==> config.mk <==
export PLATFORM = sky130hd
export DESIGN_NAME = fft_stream_host
export DESIGN_NICKNAME = d
export VERILOG_FILES = /design/src/rtl/fft_stream_host_pkg.sv /design/src/rtl/fft_out_fifo.sv /design/src/rtl/fft_stream_host.sv
export SDC_FILE = /design/constraint.sdc
export NUM_CORES = 1
export LEC_CHECK = 0
export ABC_AREA = 0
export CORE_MARGIN = 4
export CORE_UTILIZATION = 40
export CTS_CLUSTER_SIZE = 20
export DETAILED_ROUTE_END_ITERATION = 10
export DONT_BUFFER_PORTS = 1
export PLACE_DENSITY_LB_ADDON = 0.2
export SETUP_SLACK_MARGIN = 0.1
export SLEW_MARGIN = 40
export SYNTH_ARGS = -nofsm -noshare
export SYNTH_HDL_FRONTEND = slang
export SYNTH_SLANG_ARGS = --single-unit
==> constraint.sdc <==
create_clock -name clk -period 5.55 [get_ports clk]
set_input_delay 0.555 -clock clk [delete_from_list [all_inputs] [get_ports clk]]
set_output_delay 0.555 -clock clk [all_outputs]
set_load 0.05 [all_outputs]
==> src/rtl/fft_stream_host_pkg.sv <==
// fft_stream_host_pkg: shared state encoding and helpers for the FFT stream host
package fft_stream_host_pkg;
  typedef enum logic [2:0] {
    ST_SYNC,
    ST_LOAD,
    ST_PAD,
    ST_START,
    ST_WAIT_LO,
    ST_WAIT_HI,
    ST_READ,
    ST_DRAIN
  } state_t;

  function automatic int clog2(input int v);
    int r;
    r = 0;
    while ((1 << r) < v) r++;
    return r;
  endfunction

  function automatic logic [31:0] bitrev(input logic [31:0] v, input int w);
    logic [31:0] r;
    r = '0;
    for (int i = 0; i < w; i++) r[i] = v[w-1-i];
    return r;
  endfunction
endpackage

==> src/rtl/fft_out_fifo.sv <==
// fft_out_fifo: small synchronous FIFO with occupancy count, head visible on data_o
module fft_out_fifo
  import fft_stream_host_pkg::*;
#(
  parameter int DEPTH = 4,
  parameter int W = 8,
  parameter int CW = 3
) (
  input  logic          clk,
  input  logic          rst,
  input  logic          push_i,
  input  logic [W-1:0]  data_i,
  input  logic          pop_i,
  output logic [W-1:0]  data_o,
  output logic [CW-1:0] count_o,
  output logic          empty_o
);
  localparam int PW = DEPTH > 1 ? clog2(DEPTH) : 1;
  localparam logic [PW-1:0] PTR_LAST = PW'(DEPTH - 1);
  logic [W-1:0] mem_q [DEPTH];
  logic [PW-1:0] wp_q, rp_q;
  logic [CW-1:0] cnt_q;
  logic full, do_push, do_pop;
  assign empty_o = cnt_q == '0;
  assign full = cnt_q == CW'(DEPTH);
  assign do_pop = pop_i && !empty_o;
  assign do_push = push_i && (!full || do_pop);
  assign data_o = mem_q[rp_q];
  assign count_o = cnt_q;
  always_ff @(posedge clk) begin
    if (rst) begin
      wp_q <= '0;
      rp_q <= '0;
      cnt_q <= '0;
    end else begin
      if (do_push) begin
        mem_q[wp_q] <= data_i;
        wp_q <= wp_q == PTR_LAST ? '0 : wp_q + 1'b1;
      end
      if (do_pop) rp_q <= rp_q == PTR_LAST ? '0 : rp_q + 1'b1;
      cnt_q <= cnt_q + CW'(do_push) - CW'(do_pop);
    end
  end
  // the upstream credit check must make a push into a full FIFO impossible
  assert property (@(posedge clk) disable iff (rst) !(push_i && full && !pop_i));
endmodule

==> src/rtl/fft_stream_host.sv <==
// fft_stream_host: loads a zero-padded frame into fft_pipeline, starts it, streams the spectrum out
module fft_stream_host
  import fft_stream_host_pkg::*;
#(
  parameter int N = 1024,
  parameter int IN_W = 10,
  parameter int OUT_W = 21,
  parameter int AW = 10,
  parameter int RD_LAT = 2,
  parameter int BIT_REV = 1,
  parameter int TIMEOUT = 8192
) (
  input  logic             clk,
  input  logic             rst,
  input  logic             s_valid,
  output logic             s_ready,
  input  logic [IN_W-1:0]  s_data,
  input  logic             s_last,
  output logic             fft_load,
  output logic [AW-1:0]    fft_addr_wr,
  output logic [IN_W-1:0]  fft_in_data,
  output logic             fft_start,
  input  logic             fft_done,
  output logic [AW-1:0]    fft_addr_rd,
  input  logic [OUT_W-1:0] fft_real,
  input  logic [OUT_W-1:0] fft_img,
  output logic             m_valid,
  input  logic             m_ready,
  output logic [OUT_W-1:0] m_real,
  output logic [OUT_W-1:0] m_img,
  output logic [AW-1:0]    m_index,
  output logic             m_last,
  output logic             busy,
  output logic             err_timeout
);
  localparam int FIFO_D = RD_LAT + 2;
  localparam int TW = clog2(TIMEOUT + 1);
  localparam int CW = clog2(FIFO_D + 1);
  localparam int LW = clog2(RD_LAT + 1);
  localparam int FW = 2 * OUT_W + AW + 1;
  localparam logic [AW-1:0] LAST = AW'(N - 1);

  state_t state_q, state_d;
  logic [AW-1:0] wcnt_q, wcnt_d, rcnt_q, rcnt_d;
  logic [TW-1:0] tmo_q, tmo_d;
  logic err_q, err_d;
  logic [RD_LAT-1:0] vld_q, lst_q;
  logic [AW-1:0] idx_q [RD_LAT];
  logic [LW-1:0] inflight;
  logic [CW-1:0] fifo_cnt;
  logic fifo_empty, credit, issue, s_hs, waiting, tmo_hit, timeout;
  logic [FW-1:0] fifo_dout;

  assign s_hs = s_valid && s_ready;
  assign waiting = state_q == ST_WAIT_LO || state_q == ST_WAIT_HI;
  assign tmo_hit = tmo_q == TW'(TIMEOUT);
  // a completion seen in the same cycle as the limit still counts as a normal finish
  assign timeout = waiting && tmo_hit && !(state_q == ST_WAIT_HI && fft_done);

  always_comb begin
    inflight = '0;
    for (int i = 0; i < RD_LAT; i++) inflight = inflight + LW'(vld_q[i]);
  end

  // reads already in the shift line hold a FIFO slot, so the FIFO can never overflow
  assign credit = int'(fifo_cnt) + int'(inflight) < FIFO_D;

  always_ff @(posedge clk) begin
    if (rst) state_q <= ST_SYNC;
    else state_q <= state_d;
  end

  always_comb begin
    state_d = state_q;
    case (state_q)
      ST_SYNC:    if (fft_done) state_d = ST_LOAD;
      ST_LOAD:    if (s_hs && wcnt_q == LAST) state_d = ST_START;
                  else if (s_hs && s_last) state_d = ST_PAD;
      ST_PAD:     if (wcnt_q == LAST) state_d = ST_START;
      ST_START:   state_d = ST_WAIT_LO;
      ST_WAIT_LO: if (tmo_hit) state_d = ST_READ;
                  else if (!fft_done) state_d = ST_WAIT_HI;
      ST_WAIT_HI: if (fft_done || tmo_hit) state_d = ST_READ;
      ST_READ:    if (issue && rcnt_q == LAST) state_d = ST_DRAIN;
      ST_DRAIN:   if (inflight == '0 && fifo_empty) state_d = ST_LOAD;
      default:    state_d = ST_SYNC;
    endcase
  end

  always_comb begin
    s_ready = state_q == ST_LOAD;
    fft_load = (s_valid && state_q == ST_LOAD) || state_q == ST_PAD;
    fft_addr_wr = fft_load ? wcnt_q : '0;
    fft_in_data = (s_valid && state_q == ST_LOAD) ? s_data : '0;
    fft_start = state_q == ST_START;
    busy = state_q != ST_LOAD;
    issue = state_q == ST_READ && credit;
  end

  always_comb begin
    wcnt_d = state_q == ST_DRAIN ? '0 : fft_load ? wcnt_q + 1'b1 : wcnt_q;
    rcnt_d = issue ? rcnt_q + 1'b1 : rcnt_q;
    tmo_d = state_q == ST_START ? '0 : (waiting && !tmo_hit) ? tmo_q + 1'b1 : tmo_q;
    err_d = err_q || timeout;
  end

  always_ff @(posedge clk) begin
    if (rst) begin
      wcnt_q <= '0;
      rcnt_q <= '0;
      tmo_q <= '0;
      err_q <= 1'b0;
      vld_q <= '0;
      lst_q <= '0;
      for (int i = 0; i < RD_LAT; i++) idx_q[i] <= '0;
    end else begin
      wcnt_q <= wcnt_d;
      rcnt_q <= rcnt_d;
      tmo_q <= tmo_d;
      err_q <= err_d;
      vld_q[0] <= issue;
      lst_q[0] <= rcnt_q == LAST;
      idx_q[0] <= rcnt_q;
      for (int i = 1; i < RD_LAT; i++) begin
        vld_q[i] <= vld_q[i-1];
        lst_q[i] <= lst_q[i-1];
        idx_q[i] <= idx_q[i-1];
      end
    end
  end

  assign fft_addr_rd = BIT_REV != 0 ? AW'(bitrev(32'(rcnt_q), AW)) : rcnt_q;
  assign err_timeout = err_q;

  fft_out_fifo #(.DEPTH(FIFO_D), .W(FW), .CW(CW)) u_fifo (
    .clk     (clk),
    .rst     (rst),
    .push_i  (vld_q[RD_LAT-1]),
    .data_i  ({idx_q[RD_LAT-1], lst_q[RD_LAT-1], fft_real, fft_img}),
    .pop_i   (m_ready),
    .data_o  (fifo_dout),
    .count_o (fifo_cnt),
    .empty_o (fifo_empty)
  );

  assign m_valid = !fifo_empty;
  assign {m_index, m_last, m_real, m_img} = fifo_empty ? '0 : fifo_dout;
endmodule

==> flow_metrics.env <==
export IMPL_syn_nets=772
export IMPL_relSlewSlack_pct=46.0
export IMPL_antenna_cells=0
export IMPL_crit_path_top_delay_cell="a21oi_4"
export IMPL_clkSlewWorstSetupHoldPaths_ns=0.06
export IMPL_min_path_type="in2reg"
export IMPL_cts_tree="yes"
export IMPL_status="finished clean"
export IMPL_synth_main_ff_cell="edfxtp_1"
export IMPL_worstMarginPinSlew_ns=0.810
export IMPL_yosysWarnings=0
export IMPL_final_nets=779
export IMPL_cp_cell_sequence="nand3b_1 > a21oi_4 > and2_1"
export IMPL_cp_arrival_ns=2.56
export IMPL_dieArea_um2=30800
export IMPL_rsz0062_at_grt="no"
export IMPL_peakVddDrop_uv=226
export IMPL_final_util_pct=45.6
export IMPL_power_density_nw_per_um2=464
export IMPL_gp_congestion=0.815
export IMPL_grt_pass1_wl_um=33300
export IMPL_die_w_um=176
export IMPL_vias_per_cell=5.12
export IMPL_clock_power_share_pct=32.9
export IMPL_p_total_mw=5.88
export IMPL_pre_cts_ws_ns=2.65
export IMPL_wl_per_cell_um=18.8
export IMPL_max_cap_viol_count=0
export IMPL_cp_slowest_stage_delay_ns=0.65
export IMPL_clk_path_buf_depth=3
export IMPL_start_kind="flop"
export IMPL_synth_fa_ha_area_share_pct=1.74
export IMPL_drv_slew=0
export IMPL_synth_edf_count=212
export IMPL_core_area_um2=27800
export IMPL_place_hpwl_um=12600
export IMPL_design_area_um2=12700
export IMPL_critPathCaptureType="output port"
export IMPL_fin_crit_ns=3.12
export IMPL_p_sw_share_pct=34.5
export IMPL_rows=61
export IMPL_cp_required_ns=4.99
export IMPL_worstPathMaxFanout=17
export IMPL_async_flop_share_pct=0
export IMPL_synth_compound_area_share_pct=2.18
export IMPL_grt_use_total_pct=13.5
export IMPL_dieHeight_um=176
export IMPL_grt_pass1_vias=6058
export IMPL_io_buffer_count=0
export IMPL_area_delta_synth_final_pct=12.8
export IMPL_cts_sinks=283
export IMPL_yosys_area_share_simple_pct=12.2
export IMPL_cts_root_buf="clkbuf_16"
export IMPL_yosysTopAreaCellShare_pct=56.6
export IMPL_holdBufCountCts=0
export IMPL_yosysMostFrequentCell="edfxtp_1"
export IMPL_synth_xor_area_share_pct=1.71
export IMPL_synth_top_family_by_area="simple AND/OR/NAND/NOR gates"
export IMPL_drc_errors=0
export IMPL_min_period_over_period_pct=56.2
export IMPL_clk_insertion_delay_late_ns=0.54
export IMPL_ant_nets=0
export IMPL_drtIter0Drc=322
export IMPL_synth_common_cells="edfxtp_1 (212), and2_1 (79), dfxtp_1 (71), mux4_2 (53), nor2_1 (38)"
export IMPL_finalHoldViolCount=0
export IMPL_ys_types=51
export IMPL_finClkSkew_ns=0.0134
export IMPL_synthMuxAreaShare_pct=11.0
export IMPL_worst_setup_path_type="reg2out"
export IMPL_fmax_mhz=321
export IMPL_fin_setup_tns_ns=0
export IMPL_seq_area_frac_synth_pct=69.3
export IMPL_synth_area_leader_cell="edfxtp_1"
export IMPL_netlist_instances=699
export IMPL_fin_ws_ns=2.43
export IMPL_synth_seq_cells=283
export IMPL_final_fill_count=2432
export IMPL_cts_buffers=29
export IMPL_place_area_um2=11700
export IMPL_antenna_found_initial=0
export IMPL_start_util_pct=40.5
export IMPL_firstDrtPassIters=4
export IMPL_syn_area_um2=11200
export IMPL_avgSynthCellArea_um2=16.1
export IMPL_cts_setup_buffers=0
export IMPL_io_pins=147
export IMPL_grt_max_degree=56
export IMPL_power_switching_mw=2.03
export IMPL_vias=5665
export IMPL_p_seq_share_pct=40.1
export IMPL_synthTopCellsByArea="edfxtp_1 (57%), dfxtp_1 (13%), mux4_2 (11%), and2_1 (4.4%), ha_1 (1.6%)"
export IMPL_drt_total_wl_um=20800
export IMPL_setup_viol=0
export IMPL_p_leak_nw=4.17
export IMPL_overflow=0
export IMPL_drive_gt1_share_pct=17.1
export IMPL_h_tree_depth=1
export IMPL_pwr_share_comb_pct=26.9
export IMPL_intPower_mw=3.85
export IMPL_post_cts_resized=0
-- sequential cells by signal, indices dropped and copies added (netlist names), named ones only --
name,flops
wcnt_q,10
rcnt_q,10
u_fifo.count_o,3
u_fifo.rp_q,2
err_timeout,1
tmo_q,14
state_q,3
u_fifo.wp_q,2
lst_q,2
u_fifo.mem_q,212
vld_q,2
idx_q,20
-- placed cells by master, fill, tap and decap left out, drive strengths merged, types with 3 or more instances in the layout --
cell type / netlist / final
clkinv: 0 / 14
nor3: 9 / 9
nand4: 9 / 9
nor4b: 3 / 3
buf: 11 / 8
and3: 9 / 9
a21oi: 10 / 10
o21ai: 4 / 4
dfxtp: 71 / 71
ha: 14 / 14
edfxtp: 212 / 212
or3: 5 / 5
bufinv: 0 / 5
o211ai: 7 / 7
xor2: 12 / 12
nor2: 39 / 39
nand3: 14 / 14
clkbuf: 21 / 33
nor2b: 24 / 24
nand2: 30 / 30
mux2: 3 / 3
inv: 18 / 19
mux4: 53 / 53
and2: 79 / 79
or4: 9 / 9
xnor2: 10 / 10
-- area by class of cell --
class / instances / area, um2 / share of cell area (%)
Clock buffer: 33 / 741 / 5.84
Sequential cell: 283 / 7790 / 61.4
Multi-Input combinational cell: 366 / 3290 / 25.9
Clock inverter: 21 / 234 / 1.84
Timing Repair Buffer: 8 / 87.6 / 0.691
Inverter: 18 / 67.6 / 0.533
Tap cell: 378 / 473 / 3.73
-- critical path, delay by kind of cell (launching register included) --
kind            cells  cell delay [ns]
flops               1             0.56
simple gates        2             0.82
compound gates      1             0.65
-- kinds of logic (layout without fill, tap and decap cells) --
kind of cell / Yosys count / in the layout
muxes: 57 / 57
xor gates and xnor gates: 22 / 22
and+or+nand+nor: 239 / 239
buffers and inverters: 50 / 80
DFF: 283 / 283
AOI/OAI and AO/OA: 33 / 33
adders and majority gates: 15 / 15
-- layer usage --
| metal | track usage, % | part of all wire (%) |
|---|---|---|
| met5 | 0 | 0 |
| met4 | 3.02 | 1.4 |
| met3 | 4.48 | 8.0 |
| met2 | 23.5 | 50 |
| met1 | 16.3 | 41 |
-- stage by stage --
| stage | hold WS, ns | cells |
|---|---|---|
| after floorplan | 0.414 | 699 |
| after global placement | 0.420 | 1052 |
| after detailed placement | 0.425 | 1052 |
| after CTS | 0.0630 | 1106 |
| after global routing | 0.0563 | 1107 |
| final | 0.0964 | 1107 |
-- final timing paths --
| check | endpoint | cells after the start | from | slack, ns |
|---|---|---|---|---|
| min | vld_q[1] | 1 | rst | 0.1 |
| min reg2reg | idx_q[0][14] | 1 | idx_q[0][4] | 0.44 |
| max | fft_addr_wr[5] | 3 | state_q[0] | 2.43 |
| max reg2reg | u_fifo.count_o[2] | 10 | u_fifo.count_o[2] | 2.88 |
-- power by group through the flow --
stage	Combinational, mW	Clock, mW	Sequential (mW)
2_1_floorplan	1.46	0	2.36
3_3_place_gp	1.54	0	2.43
3_5_place_dp	1.57	0	2.44
4_1_cts	1.57	2.00	2.40
5_1_grt	1.68	2.10	2.37
6_report	1.59	1.94	2.36
Power figures use the tool's default switching activity.
